### src/rtl/fibonacci_consumer.sv
// Consumer endpoint of the GALS Fibonacci chain. It pops words from the clock-crossing FIFO,
// holds each one on c_out, and checks it against a locally regenerated Fibonacci sequence.
module fibonacci_consumer #(
    parameter int DATA_W      = 16,
    parameter int HOLD_CYCLES = 4,
    parameter int CNT_W       = 8
) (
    input  logic              clock_2,
    input  logic              reset,
    input  logic              start,
    input  logic              fifo_empty,
    input  logic [DATA_W-1:0] fifo_data,
    output logic              fifo_rd,
    output logic [DATA_W-1:0] c_out,
    output logic              c_valid,
    output logic [CNT_W-1:0]  count,
    output logic              err,
    output logic [DATA_W-1:0] err_data,
    output logic [CNT_W-1:0]  err_index
);

    localparam int HOLD_W = (HOLD_CYCLES > 1) ? $clog2(HOLD_CYCLES) : 1;
    localparam logic [HOLD_W-1:0] HOLD_LOAD = HOLD_W'(HOLD_CYCLES - 1);

    typedef enum logic [1:0] {
        IDLE    = 2'd0,
        READ    = 2'd1,
        CAPTURE = 2'd2,
        HOLD    = 2'd3
    } state_t;

    state_t              state_r;
    state_t              state_next_s;
    logic [HOLD_W-1:0]   hold_cnt_r;
    logic [DATA_W-1:0]   exp_a_r;
    logic [DATA_W-1:0]   exp_b_r;
    logic                rd_req_s;
    logic                capture_s;
    logic                hold_done_s;
    logic                mismatch_s;

    function automatic logic [CNT_W-1:0] sat_inc(input logic [CNT_W-1:0] v);
        if (v == {CNT_W{1'b1}}) begin
            return v;
        end else begin
            return v + CNT_W'(1);
        end
    endfunction

    assign hold_done_s = (hold_cnt_r == {HOLD_W{1'b0}});
    assign mismatch_s  = (fifo_data != exp_a_r);
    // A pop must never escape while reset is held, even before the state register settles.
    assign fifo_rd     = rd_req_s & ~reset;

    // Next-state logic, the pop request and the capture strobe.
    always_comb begin
        state_next_s = state_r;
        rd_req_s     = 1'b0;
        capture_s    = 1'b0;
        case (state_r)
            IDLE: begin
                if (start) begin
                    state_next_s = READ;
                end else begin
                    state_next_s = IDLE;
                end
            end
            READ: begin
                if (!fifo_empty) begin
                    rd_req_s     = 1'b1;
                    state_next_s = CAPTURE;
                end else if (!start) begin
                    state_next_s = IDLE;
                end else begin
                    state_next_s = READ;
                end
            end
            CAPTURE: begin
                // A popped word is always taken, even if start has already dropped.
                capture_s    = 1'b1;
                state_next_s = HOLD;
            end
            HOLD: begin
                if (hold_done_s) begin
                    state_next_s = start ? READ : IDLE;
                end else begin
                    state_next_s = HOLD;
                end
            end
            default: begin
                state_next_s = IDLE;
            end
        endcase
    end

    // FSM state register.
    always_ff @(posedge clock_2) begin
        if (reset) begin
            state_r <= IDLE;
        end else begin
            state_r <= state_next_s;
        end
    end

    // Display word, its one-cycle valid pulse and the saturating accepted-word count.
    always_ff @(posedge clock_2) begin
        if (reset) begin
            c_out   <= {DATA_W{1'b0}};
            c_valid <= 1'b0;
            count   <= {CNT_W{1'b0}};
        end else begin
            c_valid <= capture_s;
            if (capture_s) begin
                c_out <= fifo_data;
                count <= sat_inc(count);
            end
        end
    end

    // Hold timer: loaded on capture, counts down to zero while in HOLD.
    always_ff @(posedge clock_2) begin
        if (reset) begin
            hold_cnt_r <= {HOLD_W{1'b0}};
        end else if (capture_s) begin
            hold_cnt_r <= HOLD_LOAD;
        end else if ((state_r == HOLD) && !hold_done_s) begin
            hold_cnt_r <= hold_cnt_r - HOLD_W'(1);
        end
    end

    // Reference sequence; wraps mod 2^DATA_W like the producer and never resyncs to received data.
    always_ff @(posedge clock_2) begin
        if (reset) begin
            exp_a_r <= {DATA_W{1'b0}};
            exp_b_r <= {{(DATA_W-1){1'b0}}, 1'b1};
        end else if (capture_s) begin
            exp_a_r <= exp_b_r;
            exp_b_r <= exp_a_r + exp_b_r;
        end
    end

    // Sticky first-mismatch report; later mismatches leave it untouched.
    always_ff @(posedge clock_2) begin
        if (reset) begin
            err       <= 1'b0;
            err_data  <= {DATA_W{1'b0}};
            err_index <= {CNT_W{1'b0}};
        end else if (capture_s && !err && mismatch_s) begin
            err       <= 1'b1;
            err_data  <= fifo_data;
            err_index <= count;
        end
    end

endmodule

### config.mk
export PLATFORM = sky130hd
export DESIGN_NAME = fibonacci_consumer
export DESIGN_NICKNAME = d
export VERILOG_FILES = /design/src/rtl/fibonacci_consumer.sv
export SDC_FILE = /design/constraint.sdc
export NUM_CORES = 1
export LEC_CHECK = 0
export BUFFER_PORTS_ARGS = -buffer_cell sky130_fd_sc_hd__buf_2
export CAP_MARGIN = 20
export CELL_PAD_IN_SITES_DETAIL_PLACEMENT = 1
export CELL_PAD_IN_SITES_GLOBAL_PLACEMENT = 2
export CORE_ASPECT_RATIO = 1.5
export CORE_MARGIN = 1.5
export CORE_UTILIZATION = 30
export DETAILED_ROUTE_END_ITERATION = 10
export PLACE_DENSITY_LB_ADDON = 0.1
export SYNTH_ARGS = -nofsm -noshare
export SYNTH_HDL_FRONTEND = slang
export SYNTH_SLANG_ARGS = --single-unit
### constraint.sdc
create_clock -name clock_2 -period 2.2 [get_ports clock_2]
set_input_delay 0.22 -clock clock_2 [delete_from_list [all_inputs] [get_ports clock_2]]
set_output_delay 0.22 -clock clock_2 [all_outputs]
set_load 0.005 [all_outputs]
==> results_dict.tcl <==
set metrics [dict create \
    status "finished clean" \
    antenna_cells 0 \
    synthDistinctLibCells 50 \
    layout_commonest_cell "nand2_1" \
    crit_buf_inv 0 \
    cp_max_fo 6 \
    crit_start "exp_a_r[12]" \
    clk_pin_slew_ns 0.06 \
    setup_violations 0 \
    syn_inst 461 \
    root_buffer "clkbuf_16" \
    syn_area_um2 4010 \
    ys_seq_area_share_pct 42.9 \
    worst-endpoint-required_ns 2.43 \
    vias 3474 \
    cp-end-kind "flip-flop" \
    met2_usage_pct 30.9 \
    whs_path_depth 3 \
    crit_path_cell_trace "ha_1, a21o_1, a2111oi_4, and3_2, mux2i_1, o21ai_1, mux2_4" \
    grt_max_degree 43 \
    rrSetupSlack_ns 0.1 \
    rsz0062_at_grt "yes" \
    synth-edff-count 0 \
    irDropWorstVdd_uv 334 \
    nets 579 \
    antenna_found_initial 0 \
    critPathMaxStageDelay_ns 0.38 \
    portBuffers 70 \
    start_kind "flip-flop" \
    finalHoldViolCount 0 \
    viasPerCell 4.93 \
    dieArea_um2 14100 \
    cts_tree "yes" \
    routabilityCongestion 0.735 \
    mostFrequentLayoutCells "nand2_1, dfxtp_1, buf_2" \
    rr_worst_depth 7 \
    nFillCells 1581 \
    holdCritStartpoint "start" \
    overflow 0 \
    min_to "state_r[0]" \
    multi_input_area_um2 2220 \
    setup_ws_ns 0.0963 \
    syn_area_per_cell_um2 8.70 \
    die_x_um 97.4 \
    cp_slowest_cell "ha_1" \
    ctsHtreeMaxLevel 3 \
    drt_iter0_drc 124 \
    synth_seq_cells 86 \
    worst_slew_pin_slew_ns 0.474 \
    cts_sinks 86 \
    areaGrowthSynthToFinish_pct 25.2 \
    total_power_w 0.00352 \
    core_region_area_um2 13000 \
    die_y_um 145 \
    drt_wl_total_mm 11.1 \
    slew_headroom_pct 68.4 \
    fp-row-count 51 \
    p_per_area_nw_per_um2 702 \
    critical_path_class "reg2reg" \
    clk_latency_ns 0.34 \
    drv_cap 0 \
    rr_startpoint "exp_a_r[12]" \
    io_pins 71 \
    post-place-ws_ns -0.103 \
    max_freq_ghz 0.475 \
    power_leakage_nw 2.02 \
    grtUsageTotal_pct 16.3 \
    dr.pass1.iters 4 \
    seq_area_um2 1730 \
    fin_crit_ns 2.10 \
    drc_errors 0 \
    drive_gt1_share_pct 24.5 \
    dp_hpwl_mm 7.85 \
    grt_busiest_layer "met2" \
    r2r-end "exp_b_r[15]" \
    cts_buffers 9 \
    grt_pass1_wl_mm 18.3 \
    crit_family "compound AO/OA/AOI/OAI gates" \
    cp.arrival_ns 2.33 \
    antenna_left 0 \
    synth_warnings 0 \
    synthFlopType "dfxtp_1" \
    ys_async_sr_fraction_pct 0 \
    met3_usage_pct 2.95 \
    hold_path_class "in2reg" \
    synth_fp_nets 499 \
    gr-usage-met1_pct 18.1 \
    grt_pass1_vias 3673 \
    timing.final.crit_share_pct 95.6 \
    max-clock-path-buffers 2 \
    report.final.slew_viol_count 0 \
    initial_utilization_pct 30.8 \
    finClkSkew_ns 0.00450 \
    wire_per_inst_um 15.7 \
]
cells by family (layout without fill, tap and decap cells):
family	Yosys count	in the layout	synth area share (%)
adders and majority gates	18	18	5.80
xor gates and xnor gates	31	31	6.77
DFF	86	86	42.9
muxes	28	28	7.11
buffers and inverters	28	113	3.59
AOI/OAI and AO/OA	94	94	14.6
and+or+nand+nor	176	176	19.2
registers in the layout (all words and copies together) (netlist names):
signal,cells
err_index,8
exp_a_r,16
state_r,2
err,1
err_data,16
exp_b_r,16
c_out,16
count,8
c_valid,1
hold_cnt_r,2
worst register-to-register path, stage by stage, from the launching register on:
cell	delay, ns
dfxtp_1	0.33
ha_1	0.38
a21o_1	0.24
a2111oi_4	0.36
and3_2	0.22
mux2i_1	0.06
o21ai_1	0.11
mux2_4	0.31
synthesized netlist by cell type, drive strengths merged (2+ instances only):
cell type,instances,area (um2)
nand3,11,55.1
nand4,8,50.1
nor3,4,31.3
a21o,5,40.0
o311ai,2,17.5
a211o,2,17.5
o21ai,9,45.0
nor4b,2,17.5
a21oi,53,265
and3,3,21.3
dfxtp,86,1720
inv,3,11.3
a211oi,6,50.1
a31oi,2,12.5
buf,5,37.5
ha,17,213
nand2b,2,12.5
xor2,7,61.3
nor2,42,158
clkbuf,19,91.3
o211ai,5,37.5
o21bai,3,22.5
mux2i,27,270
nor2b,3,18.8
xnor2,24,210
nand2,95,357
what timing repair did:
item,in CTS,in global routing
setup endpoints to repair,6,7
resized for setup,2,16
buffers inserted,0,2
pin swaps,2,7
hold buffers,0,0
worst max path at each step:
| stage | end | slack [ns] | depth (start not counted) |
|---|---|---|---|
| CTS | exp_b_r[8] | 0.01 | 7 |
| global route | exp_b_r[15] | -0.04 | 7 |
| detailed placement | exp_b_r[12] | -0.10 | 7 |
| floorplan | exp_b_r[12] | 0.11 | 7 |
| global placement | exp_b_r[12] | -0.03 | 7 |
| finish | exp_b_r[15] | 0.1 | 7 |
power breakdown:
group | leakage [nW] | switching [W] | total (W) | internal, W
combinational | 1.17 | 0.000155 | 0.000261 | 0.000105
sequential | 0.696 | 0.0000229 | 0.00161 | 0.00159
clock | 0.148 | 0.000625 | 0.00165 | 0.00103
through the flow:
stage | cell area [um2] | std cells | utilization [%] | hold slack, ns | setup TNS [ns]
after global routing | 5020 | 705 | 38.6 | 0.149 | -0.0418
after global placement | 4610 | 687 | 35.4 | 0.442 | -0.0484
after floorplan | 4010 | 461 | - | 0.356 | 0
after detailed placement | 4610 | 687 | 35.4 | 0.447 | -0.299
final | 5020 | 705 | 38.6 | 0.123 | 0
after CTS | 4940 | 703 | 37.9 | 0.116 | 0
final cells by class:
| type | count | share of cell area [%] |
|---|---|---|
| Tap cell | 159 | 3.96 |
| Clock buffer | 11 | 4.83 |
| Sequential cell | 86 | 34.5 |
| Inverter | 4 | 0.299 |
| Clock inverter | 5 | 1.64 |
| Multi-Input combinational cell | 347 | 44.1 |
| Timing Repair Buffer | 93 | 10.7 |
metal layers:
layer  up-vias  share of wire (%)
li1       1742                  -
met1      1666                 42
met2        54                 53
met3        12                3.0
met4         0                1.4
met5         -                  0
Note: power is estimated with default switching activity, not from simulation.
